<file path="src/rtl/lbist_controller.sv">
// LBIST sequencer for one scan domain: seed/clear, N shift+capture patterns, unload, signature compare.
// Optional debug observation ports are enabled by defining LBIST_CTRL_DBG_EN.
module lbist_controller #(
    parameter int BITS     = 8,
    parameter int SCAN_LEN = 16,
    parameter int SHW      = 5,
    parameter int SIG_W    = 16
) (
    input  logic             clk,
    input  logic             rst_n,
    input  logic             start,
    input  logic             abort,
    input  logic [BITS-1:0]  num_patterns,
    input  logic [SIG_W-1:0] golden_sig,
    input  logic [SIG_W-1:0] misr_sig,
    output logic             lfsr_seed_load,
    output logic             misr_clr,
    output logic             lfsr_en,
    output logic             misr_en,
    output logic             scan_en,
    output logic             pat_inc,
    output logic             busy,
    output logic             done,
    output logic             pass
`ifdef LBIST_CTRL_DBG_EN
    ,
    output logic [2:0]       dbg_state,
    output logic [BITS-1:0]  dbg_pat_cnt
`endif
);

    typedef enum logic [2:0] {
        S_IDLE    = 3'd0,
        S_SEED    = 3'd1,
        S_SHIFT   = 3'd2,
        S_CAPTURE = 3'd3,
        S_UNLOAD  = 3'd4,
        S_COMPARE = 3'd5,
        S_DONE    = 3'd6
    } state_t;

    localparam logic [SHW-1:0] LAST_SHIFT = SHW'(SCAN_LEN - 1);

    state_t           state, state_nxt;
    logic [SHW-1:0]   shift_cnt;
    logic [BITS-1:0]  pat_cnt;
    logic [BITS-1:0]  pat_nxt;
    logic [BITS-1:0]  n_lat;
    logic             pass_q;
    logic             last_shift;

    assign last_shift = (shift_cnt == LAST_SHIFT);
    assign pat_nxt    = pat_cnt + 1'b1;

    always_ff @(posedge clk or negedge rst_n) begin
        if (!rst_n) state <= S_IDLE;
        else        state <= state_nxt;
    end

    always_comb begin
        state_nxt = state;
        if (abort) begin
            state_nxt = S_IDLE;
        end else begin
            case (state)
                S_IDLE, S_DONE: if (start) state_nxt = S_SEED;
                S_SEED:         state_nxt = (n_lat == '0) ? S_COMPARE : S_SHIFT;
                S_SHIFT:        if (last_shift) state_nxt = S_CAPTURE;
                S_CAPTURE:      state_nxt = (pat_nxt == n_lat) ? S_UNLOAD : S_SHIFT;
                S_UNLOAD:       if (last_shift) state_nxt = S_COMPARE;
                S_COMPARE:      state_nxt = S_DONE;
                default:        state_nxt = S_IDLE;
            endcase
        end
    end

    // shift_cnt is shared by SHIFT and UNLOAD; both leave it cleared on exit.
    always_ff @(posedge clk or negedge rst_n) begin
        if (!rst_n) begin
            shift_cnt <= '0;
            pat_cnt   <= '0;
            n_lat     <= '0;
            pass_q    <= 1'b0;
        end else if (abort) begin
            shift_cnt <= '0;
            pat_cnt   <= '0;
            pass_q    <= 1'b0;
        end else begin
            case (state)
                S_IDLE, S_DONE: begin
                    if (start) begin
                        n_lat  <= num_patterns;
                        pass_q <= 1'b0;
                    end
                end
                S_SEED: begin
                    shift_cnt <= '0;
                    pat_cnt   <= '0;
                end
                S_SHIFT, S_UNLOAD: shift_cnt <= last_shift ? '0 : shift_cnt + 1'b1;
                S_CAPTURE:         pat_cnt   <= pat_nxt;
                S_COMPARE:         pass_q    <= (misr_sig == golden_sig);
                default: ;
            endcase
        end
    end

    always_comb begin
        lfsr_seed_load = 1'b0;
        misr_clr       = 1'b0;
        lfsr_en        = 1'b0;
        misr_en        = 1'b0;
        scan_en        = 1'b0;
        pat_inc        = 1'b0;
        busy           = 1'b0;
        done           = 1'b0;
        case (state)
            S_SEED: begin
                lfsr_seed_load = 1'b1;
                misr_clr       = 1'b1;
                busy           = 1'b1;
            end
            S_SHIFT, S_UNLOAD: begin
                scan_en = 1'b1;
                lfsr_en = 1'b1;
                misr_en = 1'b1;
                busy    = 1'b1;
            end
            S_CAPTURE: begin
                // An aborted capture must not advance the shared external counter.
                pat_inc = ~abort;
                busy    = 1'b1;
            end
            S_COMPARE: busy = 1'b1;
            S_DONE:    done = 1'b1;
            default: ;
        endcase
    end

    assign pass = pass_q;

`ifdef LBIST_CTRL_DBG_EN
    assign dbg_state   = state;
    assign dbg_pat_cnt = pat_cnt;
`endif

endmodule
</file>
<file path="config.mk">
export PLATFORM = sky130hd
export DESIGN_NAME = lbist_controller
export DESIGN_NICKNAME = d
export VERILOG_FILES = /design/src/rtl/lbist_controller.sv
export SDC_FILE = /design/constraint.sdc
export NUM_CORES = 1
export LEC_CHECK = 0
export CAP_MARGIN = 30
export CORE_UTILIZATION = 33
export CTS_BUF_LIST = sky130_fd_sc_hd__clkbuf_16
export DETAILED_ROUTE_END_ITERATION = 16
export PLACE_DENSITY = 0.67
export REMOVE_ABC_BUFFERS = 1
export SLEW_MARGIN = 15
export SYNTH_ARGS = -nofsm -noshare
export SYNTH_HDL_FRONTEND = slang
export SYNTH_SLANG_ARGS = --single-unit
</file>
<file path="constraint.sdc">
create_clock -name clk -period 4.1 [get_ports clk]
set_clock_uncertainty 0.1 [all_clocks]
set_input_delay 0.82 -clock clk [delete_from_list [all_inputs] [get_ports clk]]
set_output_delay 0.82 -clock clk [all_outputs]
set_load 0.05 [all_outputs]
</file>
==> results_dict.tcl, run 1 <==
set metrics [dict create \
    run_status "finished clean" \
    maxCapViolations 0 \
    grt_pass1_wl_mm 6.99 \
    multi_input_area_um2 1050 \
    ys_seq_area_share_pct 35.3 \
    drc_errors 0 \
    die_w_um 75.3 \
    synthTopCellsByCount "dfrtp_1, xnor2_1, o21ai_0" \
    die-height_um 75.3 \
    grt_pass1_vias 1488 \
    period_share_pct 79.8 \
    fin_crit_ns 3.27 \
    n_fill_cell 514 \
    required_ns 3.18 \
    core-area_um2 5140 \
    post-route-cell-area_um2 2390 \
    tightest_slew_ns 0.582 \
    num_antenna_cells 0 \
    slowest_stage "clkdlybuf4s50_1" \
    cts_buffers 3 \
    rsz0062_at_grt "no" \
    drtPass1Iterations 4 \
    critPathCapture "misr_en" \
    routabilityCongestion 0.864 \
    path_cells "xnor2_1 -> nor2_1 -> clkdlybuf4s50_1" \
    critPathLaunch "state[2]$_DFFE_PN0P_" \
    hold_class "reg -> reg" \
    syn_inst 198 \
    pre_cts_slack_ns 0.897 \
    drive_gt1_share_pct 9.09 \
    hold_viol 0 \
    cts_resized 0 \
    vias_per_cell 5.24 \
    antenna_found_initial 0 \
    placed_area_um2 2320 \
    crit_fanout 19 \
    fin_hold_ws_ns 0.420 \
    r2r_start "pat_cnt[0]$_DFFE_PN0P_" \
    grt_max_degree 26 \
    clkTransAtPathRegs_ns 0.06 \
    cts_tree "done" \
    port_buffers 52 \
    cts-root-buf "clkbuf_16" \
    crit_family "buffers and inverters" \
    cts_hold_repair.buffers 0 \
    synth.largest_area_cell "dfrtp_1" \
    rows 26 \
    setup_viol 0 \
    final_core_util_pct 46.6 \
    fin_tns_setup_ns 0 \
    synth_cell_types 44 \
    ctsLongestPathBuffers 2 \
    synth_top_area_share_pct 35.3 \
    detail-route-antenna-nets 0 \
    dieArea_um2 5670 \
    cp_num_cells 3 \
    fin_ws_ns 0.830 \
    ys_ff_latch 25 \
    async_flop_share_pct 100 \
    synth_warnings 0 \
    fin_nets 289 \
    cts.sinks 25 \
    relSlewSlack_pct 61.2 \
    post_drt_wl_per_cell_um 13.6 \
    cts_max_level 1 \
    synth_ff_type "dfrtp_1" \
    synth-edff-count 0 \
    maxSlewViolCount 0 \
    initialDrtViolationCount 111 \
    syn_area_um2 1770 \
    crit_type "reg -> out" \
    syn2layout_area_growth_pct 35.2 \
    max_stage_delay_ns 0.86 \
    yosysMostFrequentCell "dfrtp_1" \
    cellPowerDensity_nw_per_um2 332 \
    timing.rr.end "state[2]$_DFFE_PN0P_" \
    io_pins 53 \
    grt_overflow_total 0 \
    track_usage_pct 16.1 \
    fmax_mhz 306 \
    regToRegSetupSlack_ns 2.09 \
    leakagePower_nw 0.914 \
    clock_latency_ns 0.26 \
    initial_core_util_pct 34.5 \
    critPathLaunchType "flop" \
    timing.critical_path.to_type "output port" \
    reg2regPathDepth 6 \
    routed_wl_mm 4.23 \
    hpwl_mm 3.18 \
    regArea_um2 626 \
    cp.arrival_ns 2.35 \
    critPathBufInv 1 \
    avgSynthCellArea_um2 8.95 \
    post_cts_buffers 0 \
    synthTopCellsByArea "dfrtp_1, xnor2_1, mux2_2, o21ai_0, a21oi_1" \
    max-vdd-ir-drop_mv 0.161 \
    dr_total_vias 1636 \
]
==> report_power, final <==
group          total, mW  switching [mW]  internal (mW)
registers          0.322          0.0450          0.277
logic              0.255           0.123          0.132
clock network      0.217          0.0868          0.130
==> cell type report <==
cell class,instances,share of cell area (%)
clock inverters,1,0.157
inverters,4,0.627
clock buffers,3,3.13
well taps,70,3.66
repair buffers,54,22.3
multi-input cells,155,44.0
flip-flops and latches,25,26.1
==> worst min-delay path by stage <==
stage,startpoint,to,slack (ns),cells after the start
floorplan,pat_cnt[7]$_DFFE_PN0P_,pat_cnt[7]$_DFFE_PN0P_,0.37,1
global placement,shift_cnt[0]$_DFFE_PN0P_,shift_cnt[0]$_DFFE_PN0P_,0.42,1
detailed placement,pat_cnt[7]$_DFFE_PN0P_,pat_cnt[7]$_DFFE_PN0P_,0.41,1
CTS,pat_cnt[7]$_DFFE_PN0P_,pat_cnt[7]$_DFFE_PN0P_,0.42,1
global route,pat_cnt[7]$_DFFE_PN0P_,pat_cnt[7]$_DFFE_PN0P_,0.45,1
finish,pat_cnt[7]$_DFFE_PN0P_,pat_cnt[7]$_DFFE_PN0P_,0.42,1
==> cells in the final DEF, fill, tap and decap left out, types with 2 or more instances in the layout <==
master / count
nor3b_1: 2
nor2_1: 15
mux2_2: 8
nand3_1: 4
or4_1: 2
o41ai_1: 2
o21ai_0: 16
nor4_1: 3
ha_1: 2
clkdlybuf4s50_1: 51
a21oi_1: 12
buf_4: 3
nand4b_1: 2
nand3_2: 2
nor2b_1: 2
nand4_1: 5
clkbuf_16: 3
a211oi_1: 2
nand3b_1: 3
inv_1: 5
nor3_1: 11
dfrtp_1: 25
and3_1: 3
a31oi_1: 3
xor2_1: 5
nand2_1: 13
xnor2_1: 21
==> per-layer routing <==
| layer | up-vias | GRT usage, % | share of wire, % |
|---|---|---|---|
| met5 | - | 0 | 0 |
| met4 | 0 | 4.32 | 1.4 |
| li1 | 806 | - | - |
| met2 | 54 | 25.6 | 49 |
| met3 | 6 | 1.74 | 3.7 |
| met1 | 770 | 23.2 | 46 |
==> registers in the layout, indices dropped and copies added, names as in the netlist <==
| signal | flops |
|---|---|
| n_lat | 8 |
| pat_cnt | 8 |
| shift_cnt | 5 |
| state | 3 |
| pass | 1 |
==> per-stage QoR <==
| stage | power [mW] | cells |
|---|---|---|
| after CTS | 0.793 | 312 |
| after detailed placement | 0.579 | 308 |
| after global routing | 0.832 | 312 |
| after global placement | 0.573 | 308 |
| after floorplan | 0.475 | 184 |
| final | 0.794 | 312 |
==> worst register-to-register path, cell delays in order (launching register included) <==
cell	delay [ns]
dfrtp_1	0.45
ha_1	0.35
nand2_1	0.16
o21ai_0	0.24
o2111ai_1	0.17
nor4_1	0.31
a21o_1	0.17
==> kinds of logic (layout without fill, tap and decap cells) <==
group,after synthesis,count (layout),share of synthesized area [%]
AO/OA/AOI/OAI,45,45,16.7
multiplexers,8,8,5.08
flip-flops,25,25,35.3
XOR/XNOR,26,26,12.9
adder cells (fa/ha/maj),2,2,1.41
buffers and inverters,18,62,5.15
AND/OR/NAND/NOR,74,74,23.5
Power figures use the tool's default switching activity.
==> run 2: changes to the inputs <==
==> constraint.sdc (replaced) <==
create_clock -name clk -period 3.4 [get_ports clk]
set_clock_uncertainty 0.1 [all_clocks]
set_input_delay 0.68 -clock clk [delete_from_list [all_inputs] [get_ports clk]]
set_output_delay 0.68 -clock clk [all_outputs]
set_load 0.05 [all_outputs]
==> results_dict.tcl, run 2 (synthesized netlist as in run 1, its figures left out) <==
set metrics [dict create \
    hold_viol 0 \
    max_stage_delay_ns 0.90 \
    tightest_slew_ns 0.518 \
    fin_crit_ns 3.12 \
    initialDrtViolationCount 99 \
    drc_errors 0 \
    dr_total_vias 1588 \
    ctsLongestPathBuffers 2 \
    slowest_stage "clkdlybuf4s50_1" \
    min_from "pat_cnt[7]$_DFFE_PN0P_" \
    io_pins 53 \
    crit_type "reg -> out" \
    multi_input_area_um2 1050 \
    cts_resized 0 \
    cts.sinks 25 \
    detail-route-antenna-nets 0 \
    regToRegSetupSlack_ns 1.35 \
    die-height_um 75.3 \
    crit_fanout 14 \
    hold_class "reg -> reg" \
    fin_nets 291 \
    grt_pass1_vias 1482 \
    clkTransAtPathRegs_ns 0.06 \
    cts-root-buf "clkbuf_16" \
    syn2layout_area_growth_pct 36.7 \
    cts_hold_repair.buffers 0 \
    fin_hold_ws_ns 0.433 \
    rsz0062_at_grt "no" \
    run_status "finished clean" \
    core-area_um2 5140 \
    fin_ws_ns 0.277 \
    timing.rr.end "state[2]$_DFFE_PN0P_" \
    vias_per_cell 5.06 \
    setup_viol 0 \
    relSlewSlack_pct 65.4 \
    holdPathEnd "pat_cnt[7]$_DFFE_PN0P_" \
    routed_wl_mm 4.11 \
    n_fill_cell 510 \
    path_cells "inv_1 -> nor3_1 -> clkdlybuf4s50_1" \
    dieArea_um2 5670 \
    fmax_mhz 320 \
    reg2regPathDepth 6 \
    cp.arrival_ns 2.34 \
    num_antenna_cells 0 \
    max-vdd-ir-drop_mv 0.170 \
    post_drt_wl_per_cell_um 13.1 \
    leakagePower_nw 0.927 \
    rows 26 \
    hpwl_mm 3.30 \
    timing.critical_path.to_type "output port" \
    post_cts_buffers 0 \
    clock_latency_ns 0.26 \
    grt_pass1_wl_mm 6.92 \
    required_ns 2.62 \
    initial_core_util_pct 34.5 \
    routabilityCongestion 0.809 \
    grt_overflow_total 0 \
    grt_max_degree 26 \
    final_common_cell "clkdlybuf4s50_1" \
    period_share_pct 91.9 \
    r2r_start "pat_cnt[0]$_DFFE_PN0P_" \
    cts_buffers 3 \
    port_buffers 52 \
    critPathLaunch "state[0]$_DFFE_PN0P_" \
    reg_top3 "n_lat: 8 flops, pat_cnt: 8 flops, shift_cnt: 5 flops" \
    drtPass1Iterations 4 \
    final_core_util_pct 47.1 \
    cts_tree "done" \
    track_usage_pct 16.1 \
    drive_gt1_share_pct 9.84 \
    critPathLaunchType "flop" \
    antenna_found_initial 0 \
    mostFrequentLayoutCells "clkdlybuf4s50_1, dfrtp_1, xnor2_1, o21ai_0, nor2_1" \
    cellPowerDensity_nw_per_um2 391 \
    pre_cts_slack_ns 0.615 \
    maxCapViolations 0 \
    regArea_um2 626 \
    whs_path_depth 1 \
    die_w_um 75.3 \
    cts_max_level 1 \
    maxSlewViolCount 0 \
]
==> run 2: changes by cell type in the layout (fill, tap and decap cells not counted) <==
cell / before / now
buf_4: 3 / 4
buf_12: 0 / 1
==> run 2: final cells by class <==
| type | instances | share of cell area (%) |
|---|---|---|
| tap | 70 | 3.62 |
| sequential | 25 | 25.8 |
| clock inverter | 1 | 0.155 |
| multi-input combinational | 155 | 43.5 |
| clock buffer | 3 | 3.10 |
| inverter | 4 | 0.620 |
| timing repair buffer | 56 | 23.1 |
==> run 2: how the worst max path moves through the flow <==
stage               slack, ns        endpoint
floorplan               -0.19  lfsr_seed_load
global placement         0.66  lfsr_seed_load
detailed placement       0.61  lfsr_seed_load
CTS                      0.31  lfsr_seed_load
global route             0.16  lfsr_seed_load
finish                   0.28  lfsr_seed_load
==> run 2: critical path, delay by kind of cell, from the launching register on <==
kind | cells | cell delay (ns)
buffers and inverters | 2 | 1.12
flip-flops | 1 | 0.59
AND/OR/NAND/NOR | 1 | 0.38
==> run 2: stage by stage <==
stage	std cells	total power, mW	cell area, µm²	setup TNS (ns)
6_report	314	0.948	2420	0
2_1_floorplan	184	0.573	1700	-0.748
3_3_place_gp	310	0.692	2340	0
5_1_grt	314	1.00	2420	0
3_5_place_dp	310	0.698	2340	0
4_1_cts	314	0.955	2420	0
==> run 2: layer usage <==
| metal | global-route usage, % | up-vias | wire, µm |
|---|---|---|---|
| li1 | - | 803 | - |
| met1 | 21.7 | 749 | 1900 |
| met2 | 27.2 | 29 | 2070 |
| met3 | 1.61 | 7 | 71 |
| met4 | 5.14 | 0 | 67 |
| met5 | 0 | - | 0 |
==> run 2: report_power, final <==
part           total [mW]  switching [mW]  internal, mW
logic               0.305           0.145         0.160
registers           0.386          0.0522         0.334
clock network       0.257          0.0996         0.157
==> run 3: changes to the inputs <==
--- a/config.mk
+++ b/config.mk
@@ -6,6 +6,7 @@
 export NUM_CORES = 1
 export LEC_CHECK = 0
 export CAP_MARGIN = 30
+export CORE_MARGIN = 2
 export CORE_UTILIZATION = 33
 export CTS_BUF_LIST = sky130_fd_sc_hd__clkbuf_16
 export DETAILED_ROUTE_END_ITERATION = 16
==> results_dict.tcl, run 3 (synthesized netlist as in run 1, its figures left out) <==
set metrics [dict create \
    initialDrtViolationCount 96 \
    rsz0062_at_grt "no" \
    num_antenna_cells 0 \
    timing.critical_path.to_type "output port" \
    dr_total_vias 1626 \
    rows 26 \
    die-height_um 77.3 \
    syn2layout_area_growth_pct 37.1 \
    fin_tns_setup_ns 0 \
    cts_max_level 1 \
    cts_buffers 3 \
    setup_viol 0 \
    grt_overflow_total 0 \
    drtPass1Iterations 4 \
    initial_core_util_pct 34.5 \
    cts_resized 0 \
    antenna_found_initial 0 \
    hold_viol 0 \
    cts-root-buf "clkbuf_16" \
    min_from "pat_cnt[7]$_DFFE_PN0P_" \
    cp_num_cells 3 \
    pre_cts_slack_ns 0.632 \
    die_w_um 77.3 \
    critPathBufInv 1 \
    mostFrequentLayoutCells "clkdlybuf4s50_1, dfrtp_1, xnor2_1, o21ai_0, nor2_1" \
    reg2regPathDepth 6 \
    core-area_um2 5140 \
    port_buffers 52 \
    critPathCapture "misr_en" \
    reg_top3 "n_lat: 8 flops, pat_cnt: 8 flops, shift_cnt: 5 flops" \
    track_usage_pct 14.7 \
    routed_wl_mm 4.32 \
    period_share_pct 88.9 \
    vias_per_cell 5.16 \
    grt_use_met1_pct 18.2 \
    grt_pass1_vias 1549 \
    clkTransAtPathRegs_ns 0.06 \
    slowest_stage "clkdlybuf4s50_1" \
    fin_nets 292 \
    post_cts_buffers 0 \
    regToRegSetupSlack_ns 1.38 \
    met3_usage_pct 1.53 \
    relSlewSlack_pct 64.7 \
    ctsLongestPathBuffers 2 \
    max-vdd-ir-drop_mv 0.243 \
    r2r_start "pat_cnt[0]$_DFFE_PN0P_" \
    cts_tree "done" \
    crit_type "reg -> out" \
    cts_hold_repair.buffers 0 \
    drive_gt1_share_pct 10.2 \
    crit_family "buffers and inverters" \
    cp.arrival_ns 2.24 \
    final_common_cell "clkdlybuf4s50_1" \
    io_pins 53 \
    top_usage_layer "met2" \
    total_power_uw 956 \
    leakagePower_nw 0.932 \
    timing.rr.end "state[1]$_DFFE_PN0P_" \
    dieArea_um2 5970 \
    run_status "finished clean" \
    detail-route-antenna-nets 0 \
    hpwl_mm 3.36 \
    required_ns 2.62 \
    fin_crit_ns 3.02 \
    clock_latency_ns 0.26 \
    cts.sinks 25 \
    hold_class "reg -> reg" \
    routabilityCongestion 0.852 \
    grt_max_degree 26 \
    tightest_slew_ns 0.527 \
    grt_pass1_wl_mm 7.15 \
    crit_fanout 18 \
    post_drt_wl_per_cell_um 13.7 \
    cellPowerDensity_nw_per_um2 394 \
    path_cells "xnor2_1 -> nor2_1 -> clkdlybuf4s50_1" \
    maxSlewViolCount 0 \
    fin_ws_ns 0.378 \
    fmax_mhz 331 \
    max_stage_delay_ns 0.85 \
    critPathLaunch "state[1]$_DFFE_PN0P_" \
    critPathLaunchType "flop" \
    maxCapViolations 0 \
    met2_usage_pct 26.3 \
    drc_errors 0 \
]
-- run 3: where the power goes --
group,switching (mW),internal (mW),total [mW]
Combinational,0.150,0.162,0.312
Sequential,0.0479,0.334,0.382
Clock,0.105,0.157,0.263
Total,0.303,0.653,0.956
-- run 3: how the worst min path moves through the flow --
stage                                        end  slack [ns]  cells after the start
final                     pat_cnt[7]$_DFFE_PN0P_        0.43                      1
after global routing      pat_cnt[7]$_DFFE_PN0P_        0.44                      1
after CTS                 pat_cnt[7]$_DFFE_PN0P_        0.43                      1
after detailed placement  pat_cnt[7]$_DFFE_PN0P_        0.41                      1
after global placement    pat_cnt[7]$_DFFE_PN0P_        0.40                      1
after floorplan             n_lat[0]$_DFFE_PN0P_        0.28                      0
-- run 3: final cells by class --
type	count	area [µm²]
multi-input cells	155	1050
clock buffers	3	75.1
repair buffers	57	568
clock inverters	1	3.75
well taps	70	87.6
fillers	509	2710
inverters	4	15.0
flip-flops and latches	25	626
-- run 3: layer usage --
metal,up-vias,routed length (µm),share of wire [%]
li1,811,-,-
met1,775,1840,43
met2,32,2260,52
met3,8,122,2.8
met4,0,100,2.3
met5,-,0,0
-- run 3: metrics by stage --
step           cell area (µm²)  std cells  util (%)  hold slack [ns]
5_1_grt                   2430        315      47.3            0.438
4_1_cts                   2430        315      47.3            0.427
2_1_floorplan             1700        184         -            0.284
6_report                  2430        315      47.3            0.430
3_5_place_dp              2350        311      45.7            0.409
3_3_place_gp              2350        311      45.7            0.405
